## config.mk

```make
export PLATFORM = sky130hd
export DESIGN_NAME = iic_init_sequencer
export DESIGN_NICKNAME = d
export VERILOG_FILES = /design/src/rtl/iic_init_sequencer.sv
export SDC_FILE = /design/constraint.sdc
export NUM_CORES = 1
export LEC_CHECK = 0
export ABC_AREA = 1
export CORE_MARGIN = 5
export CORE_UTILIZATION = 35
export CTS_BUF_LIST = sky130_fd_sc_hd__clkbuf_2 sky130_fd_sc_hd__clkbuf_4 sky130_fd_sc_hd__clkbuf_8
export DETAILED_ROUTE_END_ITERATION = 6
export GPL_TIMING_DRIVEN = 0
export SLEW_MARGIN = 20
export SYNTH_ARGS = -nofsm -noshare
export SYNTH_HDL_FRONTEND = slang
export SYNTH_SLANG_ARGS = --single-unit
```

## constraint.sdc

```tcl
create_clock -name clk -period 5.2 [get_ports clk]
set_input_delay 1.56 -clock clk [delete_from_list [all_inputs] [get_ports clk]]
set_output_delay 1.56 -clock clk [all_outputs]
set_load 0.02 [all_outputs]
```

## src/rtl/iic_init_sequencer.sv

```systemverilog
// Power-up register loader: walks a command ROM and issues one I2C register write per entry.
// Latency: WRITE entry = 2 (fetch/decode) + 1 (issue) + bus time + DONE_IDLE_CLKS clocks.
// Backpressure: none on the ROM; the iic master is paced by SCL activity and a start watchdog.
//
// Ports:
//   clk, rst_n                  clock, asynchronous active-low reset
//   init_start                  one-cycle request to run the table from entry 0
//   init_busy/init_done         run in progress / one-cycle completion pulse
//   init_fail, fail_index       sticky failure flag and index of the failing entry
//   tbl_addr, tbl_data          synchronous table ROM port (data valid 1 cycle after addr)
//   iic_start .. slave_address  request port of the iic master (write-only usage)
//   iic_error, iic_error_reset  sticky NACK flag from the master and its clear pulse
//   scl                         master SCL line, monitored to detect transaction end
module iic_init_sequencer #(
  parameter logic [6:0] SLAVE_ADDR     = 7'h3C,
  parameter int         ADDR_W         = 6,
  parameter int         MAX_RETRY      = 3,
  parameter int         DONE_IDLE_CLKS = 256,
  parameter int         START_TIMEOUT  = 1024,
  parameter int         DELAY_UNIT     = 1024
) (
  input  logic              clk,
  input  logic              rst_n,
  input  logic              init_start,
  output logic              init_busy,
  output logic              init_done,
  output logic              init_fail,
  output logic [ADDR_W-1:0] fail_index,
  output logic [ADDR_W-1:0] tbl_addr,
  input  logic [23:0]       tbl_data,
  output logic              iic_start,
  output logic              iic_read_now,
  output logic [15:0]       iic_send_cnt,
  output logic [15:0]       iic_read_cnt,
  output logic [15:0]       iic_cmd_pack,
  output logic [6:0]        slave_address,
  input  logic              iic_error,
  output logic              iic_error_reset,
  input  logic              scl
);

  localparam logic [3:0] S_IDLE      = 4'd0;
  localparam logic [3:0] S_FETCH     = 4'd1;
  localparam logic [3:0] S_DECODE    = 4'd2;
  localparam logic [3:0] S_ISSUE     = 4'd3;
  localparam logic [3:0] S_WAIT_BUSY = 4'd4;
  localparam logic [3:0] S_WAIT_DONE = 4'd5;
  localparam logic [3:0] S_ERR_CLR   = 4'd6;
  localparam logic [3:0] S_DELAY     = 4'd7;
  localparam logic [3:0] S_DONE      = 4'd8;
  localparam logic [3:0] S_FAIL      = 4'd9;

  // One shared counter serves the start watchdog, the SCL-high counter and
  // the delay countdown; 32 bits covers 16-bit counts times DELAY_UNIT.
  localparam int CNT_W = 32;
  localparam int RTY_W = (MAX_RETRY > 0) ? $clog2(MAX_RETRY + 1) : 1;
  localparam logic [ADDR_W-1:0] IDX_LAST = '1;

  logic [3:0]        state_q, state_d;
  logic [ADDR_W-1:0] idx_q, idx_d;
  logic [RTY_W-1:0]  retry_q, retry_d;
  logic [CNT_W-1:0]  cnt_q, cnt_d;
  logic [15:0]       pack_q, pack_d;
  logic              busy_q, busy_d;
  logic              fail_q, fail_d;
  logic [ADDR_W-1:0] fidx_q, fidx_d;

  logic             advance;
  logic             enter_fail;
  logic             start_seq;
  logic [CNT_W-1:0] dly_load;

  // Type bits 21:16 are reserved in every entry kind.
  logic unused_tbl_bits;
  assign unused_tbl_bits = ^tbl_data[21:16];

  assign dly_load = CNT_W'(tbl_data[15:0]) * CNT_W'(DELAY_UNIT);

  always_comb begin
    state_d    = state_q;
    idx_d      = idx_q;
    retry_d    = retry_q;
    cnt_d      = cnt_q;
    pack_d     = pack_q;
    busy_d     = busy_q;
    fail_d     = fail_q;
    fidx_d     = fidx_q;
    advance    = 1'b0;
    enter_fail = 1'b0;
    start_seq  = 1'b0;

    case (state_q)
      S_IDLE: begin
        if (init_start) start_seq = 1'b1;
      end
      S_FETCH: begin
        state_d = S_DECODE;
      end
      S_DECODE: begin
        case (tbl_data[23:22])
          2'b00: begin
            // reg byte goes in [7:0] because the master sends it first
            pack_d  = {tbl_data[7:0], tbl_data[15:8]};
            state_d = S_ISSUE;
          end
          2'b01: begin
            if (tbl_data[15:0] == 16'd0) begin
              advance = 1'b1;
            end else begin
              cnt_d   = dly_load;
              state_d = S_DELAY;
            end
          end
          default: begin
            state_d = S_DONE;
            busy_d  = 1'b0;
          end
        endcase
      end
      S_ISSUE: begin
        cnt_d   = '0;
        state_d = S_WAIT_BUSY;
      end
      S_WAIT_BUSY: begin
        if (!scl) begin
          cnt_d   = '0;
          state_d = S_WAIT_DONE;
        end else if (cnt_q == CNT_W'(START_TIMEOUT - 1)) begin
          enter_fail = 1'b1;
        end else begin
          cnt_d = cnt_q + 1'b1;
        end
      end
      S_WAIT_DONE: begin
        // Transaction is over once SCL has stayed high long enough that it
        // cannot be a clock high phase.
        if (!scl) begin
          cnt_d = '0;
        end else if (cnt_q == CNT_W'(DONE_IDLE_CLKS - 1)) begin
          if (iic_error) begin
            state_d = S_ERR_CLR;
          end else begin
            retry_d = '0;
            advance = 1'b1;
          end
        end else begin
          cnt_d = cnt_q + 1'b1;
        end
      end
      S_ERR_CLR: begin
        if (retry_q < RTY_W'(MAX_RETRY)) begin
          retry_d = retry_q + 1'b1;
          state_d = S_ISSUE;
        end else begin
          enter_fail = 1'b1;
        end
      end
      S_DELAY: begin
        // Loaded with count*DELAY_UNIT and left at 1 so the stay in DELAY
        // is exactly that many clocks.
        if (cnt_q <= CNT_W'(1)) advance = 1'b1;
        else                    cnt_d = cnt_q - 1'b1;
      end
      S_DONE, S_FAIL: begin
        if (init_start) start_seq = 1'b1;
        else            state_d = S_IDLE;
      end
      default: begin
        state_d = S_IDLE;
        busy_d  = 1'b0;
      end
    endcase

    // Running off the end of the table counts as an END entry.
    if (advance) begin
      if (idx_q == IDX_LAST) begin
        state_d = S_DONE;
        busy_d  = 1'b0;
      end else begin
        idx_d   = idx_q + 1'b1;
        state_d = S_FETCH;
      end
    end

    if (enter_fail) begin
      state_d = S_FAIL;
      busy_d  = 1'b0;
      fail_d  = 1'b1;
      fidx_d  = idx_q;
    end

    if (start_seq) begin
      idx_d   = '0;
      retry_d = '0;
      fail_d  = 1'b0;
      busy_d  = 1'b1;
      state_d = S_FETCH;
    end
  end

  always_ff @(posedge clk or negedge rst_n) begin
    if (!rst_n) begin
      state_q <= S_IDLE;
      idx_q   <= '0;
      retry_q <= '0;
      cnt_q   <= '0;
      pack_q  <= '0;
      busy_q  <= 1'b0;
      fail_q  <= 1'b0;
      fidx_q  <= '0;
    end else begin
      state_q <= state_d;
      idx_q   <= idx_d;
      retry_q <= retry_d;
      cnt_q   <= cnt_d;
      pack_q  <= pack_d;
      busy_q  <= busy_d;
      fail_q  <= fail_d;
      fidx_q  <= fidx_d;
    end
  end

  assign init_busy       = busy_q;
  assign init_done       = (state_q == S_DONE);
  assign init_fail       = fail_q;
  assign fail_index      = fidx_q;
  assign tbl_addr        = idx_q;
  assign iic_start       = (state_q == S_ISSUE);
  assign iic_error_reset = (state_q == S_ERR_CLR);
  assign iic_cmd_pack    = pack_q;
  assign iic_read_now    = 1'b0;
  assign iic_send_cnt    = 16'd2;
  assign iic_read_cnt    = 16'd0;
  assign slave_address   = SLAVE_ADDR;

endmodule

```

==> results.toml <==
[timing]
max_freq_mhz = 277
tightest_slew_ps = 675
finalClockSkew_ps = 13.5
final-max-slew-violation-count = 0
finalSetupViolations = 0
rsz0062_at_grt = "false"
min_period_over_period = 0.694
final.min_clock_period_ps = 3610
slew_headroom = 0.550
setup_ws_ps = 1590
report.final.hold_viol_count = 0

[critical_path]
crit_path_end_kind = "output port"
slowest_delay_ps = 650
cp_max_fo = 7
worst_setup_path_start_kind = "flip-flop"
path_cells = "inv_1 -> nor2_1 -> nand2_1 -> inv_1 -> clkdlybuf4s50_1"
slowest_stage = "clkdlybuf4s50_1"
crit_required_ps = 3640
arrival_ps = 2050
crit_path_frequent_cell = "inv_1"
worst-setup-path-type = "flip-flop to output port"
path_buf_inv = 3
critical_path.top_delay_family = "buffers and inverters"

[yosys]
synth_edf_count = 0
postSynthAreaPerCell_um2 = 6.27
synth.distinct_cells = 40
synth_cells = 920
ys_ff_latch = 68
synth_ff_type = "dfrtp_1"
synth_area_um2 = 5770
synthArstFlopShare = 1.00
ys_seq_area_frac = 0.295
yosys_warnings = 0

[routing]
drt-pass1-iter-count = 6
dr.max_layer_used = "met4"
drc = 0
routed-via-count = 6191
wl_per_cell_um = 15.4
initialDrtViolationCount = 555
wl_met1_um = 8640
postRouteAntennaNets = 0
viasPerCell = 4.95
wl_met3_um = 1600
met2_wirelength_um = 8460
drt-total-wl_um = 19300

[power]
leakage_nw = 3.32
p_clk_frac = 0.138
switching_share = 0.544
p_seq_frac = 0.274
peakVddDrop_uv = 255
p_int_w = 0.00148
power.switching_w = 0.00177
power.density_nw_per_um2 = 469
combPwrFrac = 0.588

[layout]
syn_to_final_growth_pct = 20.3
final_cells = 1250
layout-drive-gt1-share = 0.118
diodes = 0
fin_nets = 1059
final_area_um2 = 6940
final_cell_mix = "257 x nand2_1, 124 x nor2_1, 109 x nand3_1"
final_common_cell = "nand2_1"

[place]
placed_cell_area_um2 = 6750
placedCellCount = 1234
pre_cts_ws_ps = 1610
place.gp.congestion = 0.920
hpwl_um = 14900
port_buffers = 55

[cts]
cts-hold-fix-buffers = 0
cts_sinks = 68
cts_root_buf = "clkbuf_8"
cts_setup_buffers = 0
cts_inserted_buffers = 9
clk_pin_slew_worst_paths_ps = 90
cts_resized = 0
insertion_delay_ps = 390
htreeDepth = 3
cts.path.max_buffers = 2
cts_tree = "yes"

[global_route]
grt_use_total = 0.199
grt_pass1_vias = 5740
overflow = 0
grt_max_degree = 36
antenna_found_initial = 0
grt_pass1_wl_um = 30600

[run_status]
status = "complete, no violations"

[job]
maxCapViolations = 0

[min_path]
hold_path_class = "flip-flop to flip-flop"

[floorplan]
die_area_um2 = 19100
start_util = 0.353
core_um2 = 16300
rows = 47
die_w_um = 138
die_y_um = 138
ios = 102
==> state kept, by name (all words and copies together) (netlist names) <==
register	cells
iic_cmd_pack	16
init_busy	1
init_fail	1
retry_q	2
state_q	4
fail_index	6
tbl_addr	6
cnt_q	32
==> metrics by stage <==
step	hold slack, ps	util	total power, W	setup TNS [ps]
after floorplan	457	-	0.00213	0
after CTS	486	0.424	0.00323	0
final	483	0.424	0.00325	0
after global placement	461	0.412	0.00277	-14440
after detailed placement	461	0.413	0.00278	0
after global routing	515	0.424	0.00350	0
==> power groups by stage <==
stage / combinational, W / clock [W] / sequential [W]
4_1_cts: 0.00189 / 0.000454 / 0.000885
2_1_floorplan: 0.00121 / 0 / 0.000915
3_5_place_dp: 0.00188 / 0 / 0.000892
5_1_grt: 0.00210 / 0.000486 / 0.000916
3_3_place_gp: 0.00188 / 0 / 0.000893
6_report: 0.00191 / 0.000448 / 0.000892
==> worst reg2reg max path: stages (launching register included) <==
cell and delay (ps):
dfrtp_1 470, ha_1 290, nand3_2 160, inv_1 130
nand2_1 190, nor2_1 70, nand2_1 110, nand3_1 100
nor2_2 150, clkbuf_1 500, o21ai_1 130
==> worst paths after layout <==
path	start	end	slack, ps	depth (start not counted)
worst min-delay path	fail_index[4]	fail_index[4]	480	2
worst min register to register	fail_index[4]	fail_index[4]	480	2
max in group asynchronous	rst_n	cnt_q[17]	3480	2
min in group asynchronous	rst_n	cnt_q[2]	1140	1
worst max register to register	cnt_q[0]	cnt_q[8]	2780	10
worst max-delay path	state_q[1]	iic_error_reset	1590	5
==> routing by layer <==
| layer | track usage | vias to the layer above |
|---|---|---|
| li1 | - | 3112 |
| met4 | 0.0759 | 0 |
| met3 | 0.0421 | 41 |
| met5 | 0 | - |
| met2 | 0.309 | 245 |
| met1 | 0.271 | 2793 |
==> logic make-up after synthesis <==
family                     Yosys count  share of synthesized area
DFF                                 68                      0.295
and+or+nand+nor                    557                      0.416
muxes                                8                     0.0154
buffers and inverters              164                      0.144
xor gates and xnor gates             4                    0.00608
AOI/OAI and AO/OA                  112                      0.111
other                                2                    0.00130
adders and majority gates            5                     0.0108
==> cell type report <==
cell class,count,area [um^2]
fillers,1781,9410
multi-input cells,726,3380
flip-flops and latches,68,1700
repair buffers,56,568
plain buffers,61,445
inverters,103,387
well taps,220,275
clock buffers,9,124
clock inverters,7,58.8
==> cell usage after synthesis (2+ instances only) <==
cell type | instances | share of area
buf_2 | 5 | 0.0043
nor3_1 | 19 | 0.016
clkbuf_1 | 8 | 0.0052
buf_4 | 40 | 0.052
a21oi_1 | 16 | 0.014
o21ai_0 | 59 | 0.051
o21ai_2 | 13 | 0.020
mux2_2 | 7 | 0.014
xor2_1 | 3 | 0.0046
ha_1 | 5 | 0.011
dfrtp_1 | 68 | 0.30
nand3_2 | 2 | 0.0035
nand3_1 | 109 | 0.095
nand2_2 | 10 | 0.011
nand4_1 | 19 | 0.021
o21ai_1 | 12 | 0.010
conb_1 | 2 | 0.0013
inv_2 | 3 | 0.0020
nor3_2 | 2 | 0.0035
nor2_1 | 124 | 0.081
inv_1 | 98 | 0.064
nor2_2 | 9 | 0.0098
buf_6 | 8 | 0.016
o211ai_1 | 5 | 0.0065
nor2_4 | 2 | 0.0039
nand2_1 | 257 | 0.17
clkinv_1 | 2 | 0.0013
Note: power is estimated with default switching activity, not from simulation.
